`src/rtl/param_queue.sv`:
```
// Parameterised show-ahead FIFO on a circular buffer; any DEPTH, explicit-compare pointer wrap.
// Optional sticky overflow/underflow flags are built only when PARAM_QUEUE_ERR_EN is defined.
module param_queue #(
  parameter int DATA_W   = 8,
  parameter int DEPTH    = 8,
  parameter int AF_LEVEL = DEPTH - 2,
  localparam int CW      = $clog2(DEPTH + 1)
) (
  input  logic              clock10mhz,
  input  logic              reset,
  input  logic [DATA_W-1:0] data_in,
  input  logic              enqueue_in,
  input  logic              dequeue_in,
  output logic [DATA_W-1:0] data_out,
  output logic [CW-1:0]     len_out,
  output logic              empty_out,
  output logic              full_out,
  output logic              afull_out,
  output logic              ovf_out,
  output logic              udf_out
);

  localparam int PW = (DEPTH > 1) ? $clog2(DEPTH) : 1;

  logic [DATA_W-1:0] mem [DEPTH];
  logic [PW-1:0]     wr_ptr_q, wr_ptr_d;
  logic [PW-1:0]     rd_ptr_q, rd_ptr_d;
  logic [CW-1:0]     count_q, count_d;
  logic              enq_ok, deq_ok;
  logic              empty, full;

  function automatic logic [PW-1:0] next_ptr(input logic [PW-1:0] p);
    return (p == PW'(DEPTH - 1)) ? '0 : p + PW'(1);
  endfunction

  // Status comes from the registered count only, so no request input reaches these outputs.
  assign empty = (count_q == '0);
  assign full  = (count_q == CW'(DEPTH));

  // NOTE: every always_comb output gets a default first so no path can infer a latch.
  always_comb begin
    enq_ok   = enqueue_in && (!full || dequeue_in);
    deq_ok   = dequeue_in && !empty;
    wr_ptr_d = wr_ptr_q;
    rd_ptr_d = rd_ptr_q;
    count_d  = count_q;
    if (enq_ok) wr_ptr_d = next_ptr(wr_ptr_q);
    if (deq_ok) rd_ptr_d = next_ptr(rd_ptr_q);
    case ({enq_ok, deq_ok})
      2'b10:   count_d = count_q + CW'(1);
      2'b01:   count_d = count_q - CW'(1);
      default: count_d = count_q;
    endcase
  end

  // NOTE: sequential state uses non-blocking assignment so every flop samples pre-edge values.
  always_ff @(posedge clock10mhz or negedge reset) begin
    if (!reset) begin
      wr_ptr_q <= '0;
      rd_ptr_q <= '0;
      count_q  <= '0;
    end else begin
      wr_ptr_q <= wr_ptr_d;
      rd_ptr_q <= rd_ptr_d;
      count_q  <= count_d;
    end
  end

  // NOTE: storage has no reset; an empty count already hides stale words and keeps this a plain RAM.
  always_ff @(posedge clock10mhz) begin
    if (enq_ok) mem[wr_ptr_q] <= data_in;
  end

  assign data_out  = empty ? '0 : mem[rd_ptr_q];
  assign len_out   = count_q;
  assign empty_out = empty;
  assign full_out  = full;
  assign afull_out = (count_q >= CW'(AF_LEVEL));

`ifdef PARAM_QUEUE_ERR_EN
  logic ovf_q, ovf_d;
  logic udf_q, udf_d;

  // A dropped enqueue or an ignored dequeue latches its flag until the next reset.
  always_comb begin
    ovf_d = ovf_q | (enqueue_in && full && !dequeue_in);
    udf_d = udf_q | (dequeue_in && empty);
  end

  always_ff @(posedge clock10mhz or negedge reset) begin
    if (!reset) begin
      ovf_q <= 1'b0;
      udf_q <= 1'b0;
    end else begin
      ovf_q <= ovf_d;
      udf_q <= udf_d;
    end
  end

  assign ovf_out = ovf_q;
  assign udf_out = udf_q;
`else
  assign ovf_out = 1'b0;
  assign udf_out = 1'b0;
`endif

endmodule

```
`config.mk`:
```
export PLATFORM = sky130hd
export DESIGN_NAME = param_queue
export DESIGN_NICKNAME = d
export VERILOG_FILES = /design/src/rtl/param_queue.sv
export SDC_FILE = /design/constraint.sdc
export NUM_CORES = 1
export LEC_CHECK = 0
export ABC_AREA = 1
export BUFFER_PORTS_ARGS = -buffer_cell sky130_fd_sc_hd__buf_2
export CAP_MARGIN = 5
export CORE_MARGIN = 4
export CORE_UTILIZATION = 55
export CTS_CLUSTER_SIZE = 8
export DETAILED_ROUTE_END_ITERATION = 16
export HOLD_SLACK_MARGIN = 0.15
export PLACE_DENSITY = 0.75
export SYNTH_ARGS = -nofsm -noshare
export SYNTH_HDL_FRONTEND = slang
export SYNTH_SLANG_ARGS = --single-unit
```
`constraint.sdc`:
```
create_clock -name clock10mhz -period 4.75 [get_ports clock10mhz]
set_clock_uncertainty 0.2 [all_clocks]
set_input_delay 0.475 -clock clock10mhz [delete_from_list [all_inputs] [get_ports clock10mhz]]
set_output_delay 0.475 -clock clock10mhz [all_outputs]
set_load 0.01 [all_outputs]
```
==> After elaboration in Yosys (flattened, before gate mapping) <==
Memory sizes are Yosys's and may differ from the RTL's.
Index checks and enable logic that the tools add are counted.
Widths: inputs -> output; s select.
{ "word_totals": {"reg_bits": 10, "latch_bits": 0, "mem_bits_rw": 64, "romBits": 0, "in_bits": 12, "output_inout_bits": 17, "elab_cells": 27, "mem_count": 1} }
{ "mem_list": {"columns": ["memory", "words", "word_bits", "read_ports", "rd_clocked_by_memory_dff", "wr", "line", "source"], "rows": [
  ["mem", 8, 8, 1, 0, 1, "25", "logic [DATA_W-1:0] mem [DEPTH];"]
]} }
{ "op_classes": {"add_sub_neg": 4, "mul": 0, "div_mod_pow": 0, "order_cmp": 1, "n_eq_ne": 5, "shift": 0, "mux": 6, "n_bitwise": 0, "n_reduce_logical": 7} }
{ "ops": {"columns": ["cell", "n"], "rows": [
  ["$mux 8", 1],
  ["$pmux 4 s2", 1],
  ["$add 3x1->3 const B", 2],
  ["$eq 3x3->1 const B", 2],
  ["$mux 3", 2],
  ["$add 4x1->4 const B", 1],
  ["$eq 4x4->1 const B", 1],
  ["$ge 4x3->1 const B", 1],
  ["$logic_not 4->1", 1],
  ["$sub 4x1->4 const B", 1],
  ["$eq 2x1->1 const B", 1],
  ["$eq 2x2->1 const B", 1],
  ["$logic_and 1x1->1", 2],
  ["$logic_not 1->1", 2],
  ["$mux 1", 2],
  ["$reduce_bool 2->1", 1],
  ["$logic_or 1x1->1", 1]
]} }

==> Longest topological paths before layout <==
Gate-level depths: netlist (run 1).
{ "logic_depth": {"depth_word": 6, "ltp_mapped": 13, "mapped_depth_nobuf": 13} }

==> Least setup slack after synthesis (run 1) <==
No wires, ideal clock.
{ "synth_timing": {"kind": "register to register", "start": "register count_q[0], in the netlist len_out[0]", "end": "register count_q[2], in the netlist len_out[2]", "setup_time_ps": 82, "t_arrival_ps": 1917, "required_time_ps": 4468, "path_slack_ps": 2551, "path_stages_with_launch": 13, "path_buffers": 0, "synth_period_minus_slack_ps": 2199, "path_cell_list": "dfrtp_1 -> nor2_1 -> nand3_2 -> nand2_1 -> inv_2 -> ha_1 -> inv_1 -> nand2_1 -> nand2_1 -> ha_1 -> a21oi_1 -> or2_2 -> a31oi_1"} }
{ "synth_via": {"word_cells_on_any_way": 13, "classes_between": "add/sub: 2; eq/ne: 3; mux: 1; reduce/logical: 7"} }
{ "synth_rtl": {"columns": ["element", "line", "source"], "rows": [
  ["start: declaration", "28", "logic [CW-1:0] count_q, count_d;"],
  ["start signal: assignment", "65", "count_q <= count_d;"],
  ["$logic_not 4->1 *", "37", "assign empty = (count_q == '0);"],
  ["$logic_not 1->1 *", "43", "deq_ok = dequeue_in && !empty;"],
  ["$logic_and 1x1->1 *", "43", null],
  ["named net deq_ok", "29", "logic enq_ok, deq_ok;"],
  ["$eq 2x1->1 / $eq 2x2->1 (equally long branches)", "49", "case ({enq_ok, deq_ok})"],
  ["$pmux 4 s2 / $reduce_bool 2->1 (equally long branches)", null, null]
]} }
Mark *: on every way through the listed nets, which the timed path passes. The rest lies on a longest branch.
A chain may end at the register's enable or synchronous reset.

==> Final worst setup path (run 1) <==
{ "layout_timing": {"start": "register rd_ptr_q[1]", "end": "output data_out[7]"} }
{ "layout_via": {"elab_chain_len": 2} }
{ "layout_lines": {"columns": ["element", "line", "source"], "rows": [
  ["start: declaration", "27", "logic [PW-1:0] rd_ptr_q, rd_ptr_d;"],
  ["start signal: assignment", "64", "rd_ptr_q <= rd_ptr_d;"],
  ["$mem_v2 8x8", null, null],
  ["$mux 8", "74", "assign data_out = empty ? '0 : mem[rd_ptr_q];"],
  ["end: declaration", "14", "output logic [DATA_W-1:0] data_out,"]
]} }
No other way between the ends.

==> impl.org, run 1 <==
** Timing
- Final cycle utilization of the critical path :: 61.0%
- Fmax achieved :: 0.345 GHz
- Measured against its own limit, the worst slew margin works out to 32.1%.
- Final critical path time including I/O delays and setup :: ~2900 ps
- Final hold violation count :: 0
- Total Neg Setup Slack :: 0 ps
- Setup repair after global routing left no endpoint under its margin.
- Max-slew violation total from the final report :: 0
- For the pin with the worst max-slew slack, the measured transition is approximately 1000 ps.
- Setup violations remaining at the end of the flow were counted as 0.

** GRT
- The first global-routing pass estimated 10200 um of wire.
- Largest net degree at the start of global routing :: 35
- The number of antenna violations at the first check in global routing is 0.
- Overflow left after global routing :: 0
- The via count of the first global-routing pass is about 2100.
- For this run, the total global-route usage over all layers was measured as about a fifth.

** Cells and area
- The library cells used most frequently in the layout, excluding fill and tap cells, are sky130_fd_sc_hd__nor2_1, sky130_fd_sc_hd__edfxtp_1, sky130_fd_sc_hd__nand2_1.
- Share of post-route cells with drive strength above 1 :: about 17%
- Net total in the final layout :: roughly 330
- Layout Area Growth over Synthesis :: 10.4%
- Core occupancy in the finished layout :: 63.4%
- 0 antenna diodes ended up in the layout.
- After filler insertion, the fill cell instance count of the layout stands at 457.
- Commonest non-fill, non-tap cell in the layout :: sky130_fd_sc_hd__nor2_1

** Logic synthesis
- Sequential elements use 67.4% of the synthesized area.
- In the synthesized netlist the async set-or-reset flop fraction comes to 13.5%.
- Share of cell area taken by muxes after synthesis :: 0%
- Combined area of all synthesized cells :: 0.00322 mm2
- Synthesis inferred 74 register bits.
- In this run, synthesis inferred 64 flip-flops with an integrated enable.
- For this run, the number of Yosys warnings is 0.
- Dominant combinational cell family by area after synthesis :: simple AND/OR/NAND/NOR gates
- Count of mapped cells out of synthesis :: 282
- Xor/xnor cell area share of the yosys netlist :: 0.544%
- Of the total synthesized cell area, the portion taken by full adders, half adders and majority gates is 2.72%.
- After Yosys synthesis, and, or, nand and nor cells account for 13.7% of the synthesized area.
- Dividing the synthesized area by the synthesized cell count gives 11.4 um2.
- In the synthesized netlist the dominant register cell turns out to be sky130_fd_sc_hd__edfxtp_1.
- Synthesized-area fraction occupied by ao, oa, aoi and oai cells :: between 10% and 20%
- In this run, distinct cell masters in the synthesized netlist total 27.

** Detailed routing
- DRT iter0 DRCs :: 249
- Routed Wire Length :: approximately 6400 um
- Detailed routing inserted a total of roughly 2100 vias.
- Post-DR wirelength/cell :: approximately 17 um
- The first TritonRoute pass finished after 4 iterations.
- Remaining number of nets flagged by the antenna check after routing :: 0
- Number of remaining DRC errors :: 0
- Using the TritonRoute via totals, the vias-per-cell ratio works out to between 5 and 6.

** Worst setup path
- The startpoint identified for the worst register-to-register timing path is len_out[0].
- Tracing the worst setup path back leads to its startpoint at rd_ptr_q[1].
- Worst path required time :: 4070 ps
- In this run the worst path has a maximum fanout of 26.
- Endpoint type of the worst setup path :: output port
- Startpoint kind of the worst setup timing path :: register
- Data arrival at the endpoint of the critical path :: 2220 ps
- The critical path in this run is classified as reg2out.

** Floorplanning
- Die Height :: about 85 um
- Die Width :: 84.5 um
- Area of the placeable core :: approximately 0.0056 mm2
- During I/O placement, the number of pins put on the boundary was 29.
- Initial core utilization :: 57.4%
- Row count :: 27
- The die covers 0.00714 mm2.

** Clock tree
- The tree is rooted in a sky130_fd_sc_hd__clkbuf_8.
- CTS H-tree depth :: 3
- Post-CTS timing repair inserted 0 buffers for setup.
- The later pin in the worst-skew pair is clocked with a latency of between 300 and 400 ps.
- Sinks on Clock Net :: 74
- Clock tree from TritonCTS :: done
- After clock tree synthesis, the clock-pin slew on the worst setup and hold paths is 80 ps.
- Inserted Clock Buffers :: 9
- In this run the deepest clock path goes through 2 buffers.
- Post-cts gate resize count :: 0

** Worst hold path
- In this run the most critical hold path is launched from data_in[1].
- Worst hold path type :: in2reg

** Power
- Summed over all cells, the static leakage comes to 1.39 nW.
- Dividing total power by cell area gives a power density of between 600 and 700 mW/mm2.
- The worst-case IR drop observed on VDD is 0.347 mV.

** Job
- Number of maximum-capacitance violations :: 0

** Placed design
- Final RePlAce weighted congestion :: a little under 0.8
- Half-perimeter wire length after detailed placement :: roughly 4000 um
- Total of buffers placed on input and output ports :: 26

** Run status
- The run finished with clean final reports.
power breakdown:
group / internal, W / switching (W) / total (W)
Combinational: 0.000285 / 0.000505 / 0.000790
Clock: 0.000239 / 0.000221 / 0.000460
Sequential: 0.000823 / 0.000116 / 0.000939
Total: 0.00135 / 0.000841 / 0.00219
worst max-delay path, cell delays in order, from the launching register on:
cell,delay (ps)
sky130_fd_sc_hd__dfrtp_1,920
sky130_fd_sc_hd__inv_1,390
sky130_fd_sc_hd__o21ai_0,190
sky130_fd_sc_hd__o22ai_1,90
sky130_fd_sc_hd__nor2_1,100
sky130_fd_sc_hd__nor2_1,60
sky130_fd_sc_hd__buf_2,130
cell families (layout without fill, tap and decap cells):
kind of cell             after synthesis  count (layout)
AO/OA/AOI/OAI                         58              58
other                                  1               2
AND/OR/NAND/NOR                      110             110
XOR/XNOR                               2               2
flip-flops                            74              74
buffers and inverters                 30              62
adder cells (fa/ha/maj)                7               7
routing by layer:
layer | GRT usage, % | up-vias | wire length, um
li1 | - | 1040 | -
met1 | 25.8 | 1028 | 2950
met2 | 29.7 | 40 | 3140
met3 | 3.53 | 8 | 235
met4 | 8.78 | 0 | 75
met5 | 0 | - | 0
what timing repair did:
item,in CTS,in global routing
endpoints found under the setup margin,0,0
hold buffers,1,0
endpoints found under the hold margin,10,0
path summary, 6_finish.rpt:
path	end	slack (ps)	depth (start not counted)
worst min register to register	len_out[3]	380	2
max in group asynchronous	wr_ptr_q[0]	3800	2
worst min-delay path	mem[4][1]	210	1
worst max-delay path	data_out[7]	1850	6
min in group asynchronous	rd_ptr_q[1]	330	2
worst max register to register	len_out[2]	2250	12
Yosys cell counts (3+ instances only):
| cell type | number | area share (%) |
|---|---|---|
| sky130_fd_sc_hd__inv_1 | 14 | 1.6 |
| sky130_fd_sc_hd__o21ai_1 | 29 | 4.5 |
| sky130_fd_sc_hd__o21ai_0 | 9 | 1.4 |
| sky130_fd_sc_hd__inv_2 | 4 | 0.47 |
| sky130_fd_sc_hd__nand3_1 | 7 | 1.1 |
| sky130_fd_sc_hd__buf_4 | 6 | 1.4 |
| sky130_fd_sc_hd__nand2_1 | 31 | 3.6 |
| sky130_fd_sc_hd__edfxtp_1 | 64 | 60 |
| sky130_fd_sc_hd__dfrtp_1 | 10 | 7.8 |
| sky130_fd_sc_hd__ha_1 | 7 | 2.7 |
| sky130_fd_sc_hd__o211ai_1 | 6 | 1.4 |
| sky130_fd_sc_hd__buf_6 | 3 | 1.0 |
| sky130_fd_sc_hd__nor2_1 | 66 | 7.7 |
| sky130_fd_sc_hd__o22ai_1 | 8 | 1.6 |
area by class of cell:
type | instances | area (um2) | share of cell area (%)
timing repair buffer | 28 | 148 | 4.15
multi-input combinational | 179 | 892 | 25.1
clock buffer | 10 | 128 | 3.59
clock inverter | 6 | 57.6 | 1.62
sequential | 74 | 2170 | 61.1
inverter | 18 | 67.6 | 1.90
tap | 72 | 90.1 | 2.53
flip-flops by register name, summed over array words and instances, names as in the netlist:
register  flops
mem          64
len_out       4
rd_ptr_q      3
wr_ptr_q      3
stage by stage:
| step | hold slack [ps] | area [um2] | cells | power [W] | worst slack [ps] |
|---|---|---|---|---|---|
| after floorplan | -20.6 | 3220 | 283 | 0.00152 | 2550 |
| after global placement | 155 | 3360 | 370 | 0.00172 | 2300 |
| after detailed placement | 159 | 3360 | 370 | 0.00174 | 2250 |
| after CTS | 197 | 3550 | 387 | 0.00220 | 1890 |
| after global routing | 201 | 3550 | 387 | 0.00234 | 1680 |
| final | 205 | 3550 | 387 | 0.00219 | 1850 |
Power figures use the tool's default switching activity.
==> run 2, diff against run 1 <==
Settings changed: CORE_UTILIZATION 55 to 53.
Clock period 4.75 ns to 2.48 ns, I/O delays scaled along.
==> impl.org, run 2 (synthesized netlist as in run 1, its figures left out) <==
** Timing
- The worst max-slew margin expressed relative to the limit was 59.7% (+28 points).
- Final critical path time including I/O delays and setup :: 2290 ps
- The number of hold violations in the final report was 0 (unchanged).
- Fmax achieved :: 0.436 GHz
- In the finished design, the share of the clock period the worst path needs comes to 92.5%.
- Worst Max-Slew Pin Slew :: 604 ps (-411 ps)
- Unrepaired setup endpoints after global routing :: false
- Total Neg Setup Slack :: 0 ps (unchanged)
- Max-slew violation total from the final report :: 0 (unchanged)
- Final setup viols :: 0 (unchanged)

** Clock tree
- Worst-case clock buffer depth :: 2 (unchanged)
- Clock Tree Root :: sky130_fd_sc_hd__clkbuf_8
- Post-cts gate resize count :: 0 (unchanged)
- The H-tree depth was 3 (unchanged).
- The clock-pin slew on the worst setup and hold paths was 70 ps (about the same).
- Sinks on Clock Net :: 74 (unchanged)
- Skew-Pair Late Insertion Delay :: 340 ps (about the same)
- Clock tree from TritonCTS :: done
- The count of hold-fix buffers inserted at cts is 12 (+11).
- Inserted Clock Buffers :: 9 (unchanged)
- The buffer count from post-CTS setup fixing was 0 (unchanged).

** Placed design
- Total of buffers placed on input and output ports :: 26 (unchanged)
- Final RePlAce weighted congestion :: 0.861 (+9.4%)
- The placed instance area was 0.00349 mm2 (+3.9%).
- Half-perimeter wire length after detailed placement :: 4240 um (+7.3%)

** Cells and area
- Layout Area Growth over Synthesis :: 17.9%
- Leaving out fill and tap cells, the most frequent cells in the layout are sky130_fd_sc_hd__nor2_1, sky130_fd_sc_hd__edfxtp_1, sky130_fd_sc_hd__nand2_1.
- The final instance area was 0.00380 mm2 (+6.8%).
- The total of fill cells in the finished design came to 444 (-2.8%).
- Leaving out fill and tap cells, the most frequent cell in the layout is sky130_fd_sc_hd__nor2_1.
- The count of inserted antenna diode cells is 0 (unchanged).
- The number of flip-flops in the largest register was 64 (unchanged).
- Net total in the final layout :: 357 (+8.5%)
- The share of final-layout standard cells stronger than drive strength 1 is 20.1% (+3.3 points).
- The register with the most flip-flops in the final layout is mem.

** Run status
- Outcome :: completed

** Detailed routing
- Routed Wire Length :: 6650 um (+4.0%)
- The detailed-route wire length per cell was 15.9 um (-3.7%).
- Drt pass-1 iters :: 5 (+1)
- Number of remaining DRC errors :: 0 (unchanged)
- The total number of vias was 2293 (+8.4%).
- Detailed-route vias per instance :: 5.49 (+0.33%)
- DRT iter0 DRCs :: 169 (-32%)
- Remaining number of nets flagged by the antenna check after routing :: 0 (unchanged)

** GRT
- The global-route usage over all layers came to 19.9% (+0.94 points).
- The first-pass GRT wire length is 10900 um (+6.7%).
- Largest net degree at the start of global routing :: 35 (unchanged)
- Via count of the first global-routing pass :: 2261 (+9.4%)
- Overflow left after global routing :: 0 (unchanged)
- The number of antenna violations at the first check in global routing is 0 (unchanged).

** Floorplanning
- Row count :: 28 (+3.7%)
- The width of the chip was 86.0 um (+1.7%).
- The number of ports placed on the die boundary is 29 (unchanged).
- The vertical extent of the die was 86.0 um (+1.7%).
- The starting density of the core is 54.4% (-3.0 points).
- Area of the placeable core :: 0.00592 mm2 (+5.6%)
- The die area was 0.00739 mm2 (+3.4%).

** Power
- Relative contribution of the clock network to total power :: 20.4% (-0.6 points)
- Fraction of power spent switching nets :: 38.1% (-0.31 points)
- The leakage power is 1.51 nW (+9.0%).
- VDD IR-drop max :: 0.581 mV (+67%)
- The power per cell area came to 1130 mW/mm2 (+84%).
- The total net switching power came to 0.00164 W (+95%).
- The register share of total power came to 39.2% (-3.7 points).
- Power Internal :: 0.00266 W (+98%)
- The combinational share of power was 40.4% (+4.3 points).

** Worst setup path
- Most prevalent standard cell on the critical path :: sky130_fd_sc_hd__nor2_1
- Broken down by cell family, the worst path's largest delay share belongs to buffers and inverters.
- For this design, the slowest cell found on the critical path is sky130_fd_sc_hd__inv_2.
- Startpoint kind of the worst setup timing path :: register
- Critical path launch point :: rd_ptr_q[0]
- The worst register-to-register path begins at len_out[1].
- The maximum fanout along the worst path was 34 (+31%).
- Endpoint type of the worst setup path :: output port
- WP buf/inv :: 2 (unchanged)
- The setup path with the least slack is of type reg2out.
- Cell-by-cell trace of the critical path :: inv_2 -> o21ai_0 -> o22ai_1 -> nor2_1 -> nor2_1 -> buf_2
- Slowest Stage Delay on Critical Path :: 450 ps (-470 ps)
- Worst path required time :: 2030 ps (-2040 ps)
- Data arrival at the endpoint of the critical path :: 1850 ps (-370 ps)

** Worst hold path
- Startpoint of the tightest hold check path :: len_out[0]
- In this run the worst hold path is classified as reg2reg.

** Job
- Number of maximum-capacitance violations :: 0 (unchanged)
-- run 2: changes by cell type in the layout (fill, tap and decap cells not counted) --
cell and change:
sky130_fd_sc_hd__buf_4 +17, sky130_fd_sc_hd__dlygate4sd3_1 +11, sky130_fd_sc_hd__clkinv_2 -2, sky130_fd_sc_hd__clkinvlp_4 +2
sky130_fd_sc_hd__clkinv_1 +1, sky130_fd_sc_hd__clkinv_4 -1
-- run 2: layer usage --
layer / GRT usage (%) / routed length (um) / vias to the layer above
li1: - / - / 1090
met5: 0 / 0 / -
met2: 32.4 / 3200 / 96
met4: 11.1 / 178 / 0
met1: 24.9 / 2810 / 1091
met3: 3.84 / 473 / 16
-- run 2: cell type report --
type                       count  area, um2  area share (%)
tap                           75       93.8            2.47
inverter                      18       67.6            1.78
clock inverter                 6       57.6            1.52
sequential                    74       2170            57.2
timing repair buffer          56        385            10.2
clock buffer                  10        128            3.36
multi-input combinational    179        892            23.5
-- run 2: worst paths after layout --
path | to | cells after the start | slack (ps)
setup / recovery | data_out[0] | 6 | 190
hold / removal | len_out[0] | 1 | 370
setup reg to reg | len_out[2] | 12 | 240
hold reg to reg | len_out[0] | 1 | 370
max in group asynchronous | wr_ptr_q[2] | 3 | 1060
min in group asynchronous | len_out[0] | 3 | 710
-- run 2: power groups by stage --
stage | registers [W] | logic (W) | clock network [W]
finish | 0.00168 | 0.00174 | 0.000877
global route | 0.00171 | 0.00196 | 0.000946
CTS | 0.00168 | 0.00175 | 0.000893
detailed placement | 0.00171 | 0.00172 | 0
global placement | 0.00170 | 0.00167 | 0
floorplan | 0.00173 | 0.00119 | 0
-- run 2: per-stage QoR --
stage / setup slack [ps] / instances / util (%) / hold slack, ps / power [W]
floorplan: 281 / 283 / - / -248 / 0.00291
global placement: 374 / 390 / 59.0 / -73.7 / 0.00337
detailed placement: 290 / 390 / 59.0 / -74.2 / 0.00343
CTS: 158 / 418 / 64.1 / 377 / 0.00432
global route: 30.6 / 418 / 64.1 / 429 / 0.00461
finish: 186 / 418 / 64.1 / 374 / 0.00430
==> run 3, diff against run 2 <==
Settings changed: CTS_BUF_LIST set to sky130_fd_sc_hd__clkbuf_16.
==> impl.org, run 3 (synthesized netlist as in run 1, its figures left out) <==
** Worst setup path
- Walking the worst path, the cells encountered are inv_2 -> o21ai_0 -> o22ai_1 -> nor2_1 -> nor2_1 -> buf_2.
- STA classifies the critical path startpoint as a register.
- The cell that appears most often on the critical path is sky130_fd_sc_hd__nor2_1.
- Endpoint type of the worst setup path :: output port
- The critical path is of the reg2out type.
- Data arrival at the endpoint of the critical path :: 1820 ps (-30 ps)
- The largest stage delay on the critical path was 450 ps (about the same).
- The maximum fanout along the worst path was 34 (unchanged).
- The slowest stage of the critical path is the sky130_fd_sc_hd__inv_2 cell.
- The required time of the critical path came to 2030 ps (about the same).

** GRT
- Initial antenna violation count :: 0 (unchanged)
- Total routing resource utilization after global routing :: 20.1% (+0.24 points)
- The pin count of the biggest net entering global routing was 35 (unchanged).
- Overflow left after global routing :: 0 (unchanged)
- The via count of the first global-routing pass is 2257 (-0.18%).
- Wire length of the first global-routing pass :: 11000 um (+0.51%)

** Timing
- The maximum operating frequency was 0.441 GHz (+1.2%).
- The fraction of the cycle the final worst path needs came to 91.4% (-1.1 points).
- Final hold violation count :: 0 (unchanged)
- Rel. slew slack :: 59.9% (+0.18 points)
- Unrepaired setup endpoints after global routing :: false
- The final worst slack was 213 ps (+26.7 ps).
- The actual slew at the worst max-slew pin is 601 ps (-2.65 ps).
- The final number of setup-violating endpoints is 0 (unchanged).
- Max-slew violation total from the final report :: 0 (unchanged)
- The worst hold-check slack was 382 ps (+7.43 ps).
- The final total negative setup slack is 0 ps (unchanged).
- Final critical path time including I/O delays and setup :: 2270 ps (-26.7 ps)

** Power
- Post-layout power :: 0.00466 W (+8.4%)
- Relative contribution of the clock network to total power :: 26.5% (+6.1 points)
- The power per cell area came to 1200 mW/mm2 (+5.6%).
- The internal cell power was 0.00297 W (+12%).
- The leakage power came to 1.56 nW (+3.3%).
- The proportion of total power due to net switching is 36.3% (-1.9 points).
- Combinational group share of total power :: 37.3% (-3.1 points)
- The worst IR drop on VDD is 0.643 mV (+11%).
- The register share of total power was 36.2% (-3.0 points).
- Net switching power :: 0.00169 W (+3.1%)

** Cells and area
- Core occupancy in the finished layout :: 65.8% (+1.7 points)
- The count of nets after finishing is 357 (unchanged).
- The area growth from synthesis to layout is 21.0%.
- Leaving out fill and tap cells, the most frequent cell in the layout is sky130_fd_sc_hd__nor2_1.
- Most used cells in the layout excluding fill and tap cells :: sky130_fd_sc_hd__nor2_1, sky130_fd_sc_hd__edfxtp_1, sky130_fd_sc_hd__nand2_1
- Biggest register :: mem
- Number of flip-flops in the largest register :: 64 (unchanged)
- The count of inserted antenna diode cells is 0 (unchanged).
- Share of post-route cells with drive strength above 1 :: 20.1% (unchanged)

** Clock tree
- CTS H-tree depth :: 3 (unchanged)
- Clock tree from TritonCTS :: done
- Clock Tree Root :: sky130_fd_sc_hd__clkbuf_16
- Sinks on Clock Net :: 74 (unchanged)
- Skew-Pair Late Insertion Delay :: 330 ps (about the same)
- Worst-case clock buffer depth :: 2 (unchanged)
- Inserted Clock Buffers :: 9 (unchanged)
- Post-CTS Setup Bufs :: 0 (unchanged)
- The clock-pin slew on the worst setup and hold paths was 50 ps (-20 ps).

** Worst hold path
- Worst hold path type :: reg2reg

** Placed design
- Final RePlAce weighted congestion :: 0.861 (unchanged)
- Half-perimeter wire length after detailed placement :: 4240 um (unchanged)
- The number of port buffers is 26 (unchanged).
- Pre-CTS setup slack :: 290 ps (unchanged)

** Floorplanning
- The number of standard-cell rows in the floorplan was 28 (unchanged).
- Initial core utilization :: 54.4% (unchanged)
- Number of top-level pins :: 29 (unchanged)
- The area of the core was 0.00592 mm2 (unchanged).
- Die Width :: 86.0 um (unchanged)
- The vertical extent of the die was 86.0 um (unchanged).
- Die area :: 0.00739 mm2 (unchanged)

** Detailed routing
- Post-DR wirelength/cell :: 16.0 um (+0.47%)
- DRT iter0 DRCs :: 165 (-2.4%)
- Drt pass-1 iters :: 4 (-1)
- The total number of vias is 2267 (-1.1%).
- Remaining number of nets flagged by the antenna check after routing :: 0 (unchanged)
- Number of remaining DRC errors :: 0 (unchanged)
- The vias per cell is 5.42 (-1.1%).
- The total detailed-routing wirelength came to 6690 um (+0.47%).

** Job
- The number of violations of the max-capacitance limit is 0 (unchanged).

** Run status
- The flow ran to the end, and the final reports show no timing, DRC or antenna violations.
==> run 3: routing by layer <==
layer	vias up	part of all wire [%]	global-route usage, %
met5	-	0	0
met4	0	2.6	9.50
met3	16	6.5	5.86
met2	81	48	32.3
met1	1075	43	25.1
li1	1095	-	-
==> run 3: worst paths after layout <==
kind	to	cells past startpoint	start	slack, ps
worst max-delay path	data_out[0]	6	rd_ptr_q[0]	210
worst min-delay path	len_out[0]	1	len_out[0]	380
worst max register to register	len_out[2]	12	len_out[1]	240
worst min register to register	len_out[0]	1	len_out[0]	380
max in group asynchronous	rd_ptr_q[1]	3	reset	1030
min in group asynchronous	len_out[0]	3	reset	730
==> run 3: critical path, delay by kind of cell, from the launching register on <==
| kind | cells | cell delay [ps] |
|---|---|---|
| buffers and inverters | 2 | 590 |
| flip-flops | 1 | 380 |
| AO/OA/AOI/OAI | 2 | 350 |
| AND/OR/NAND/NOR | 2 | 170 |
==> run 3: power groups by stage <==
stage	logic (W)	clock network (W)	registers, W
after global routing	0.00196	0.00131	0.00171
final	0.00174	0.00123	0.00169
after global placement	0.00167	0	0.00170
after detailed placement	0.00172	0	0.00171
after floorplan	0.00119	0	0.00173
after CTS	0.00175	0.00125	0.00169
==> run 3: metrics by stage <==
step                cells  cell area [um2]
floorplan             283             3220
global placement      390             3490
detailed placement    390             3490
CTS                   418             3900
global route          418             3900
finish                418             3900
==> run 3: layout make-up <==
class / count / area, um2
sequential: 74 / 2170
fill: 419 / 2020
multi-input combinational: 179 / 892
timing repair buffer: 56 / 385
clock buffer: 9 / 225
tap: 75 / 93.8
inverter: 18 / 67.6
clock inverter: 7 / 61.3
==> run 3: repair_timing <==
| action | in CTS | in global routing |
|---|---|---|
| gates resized for setup | 0 | 0 |
| hold endpoints to repair | 79 | 0 |
| hold buffers | 12 | 0 |
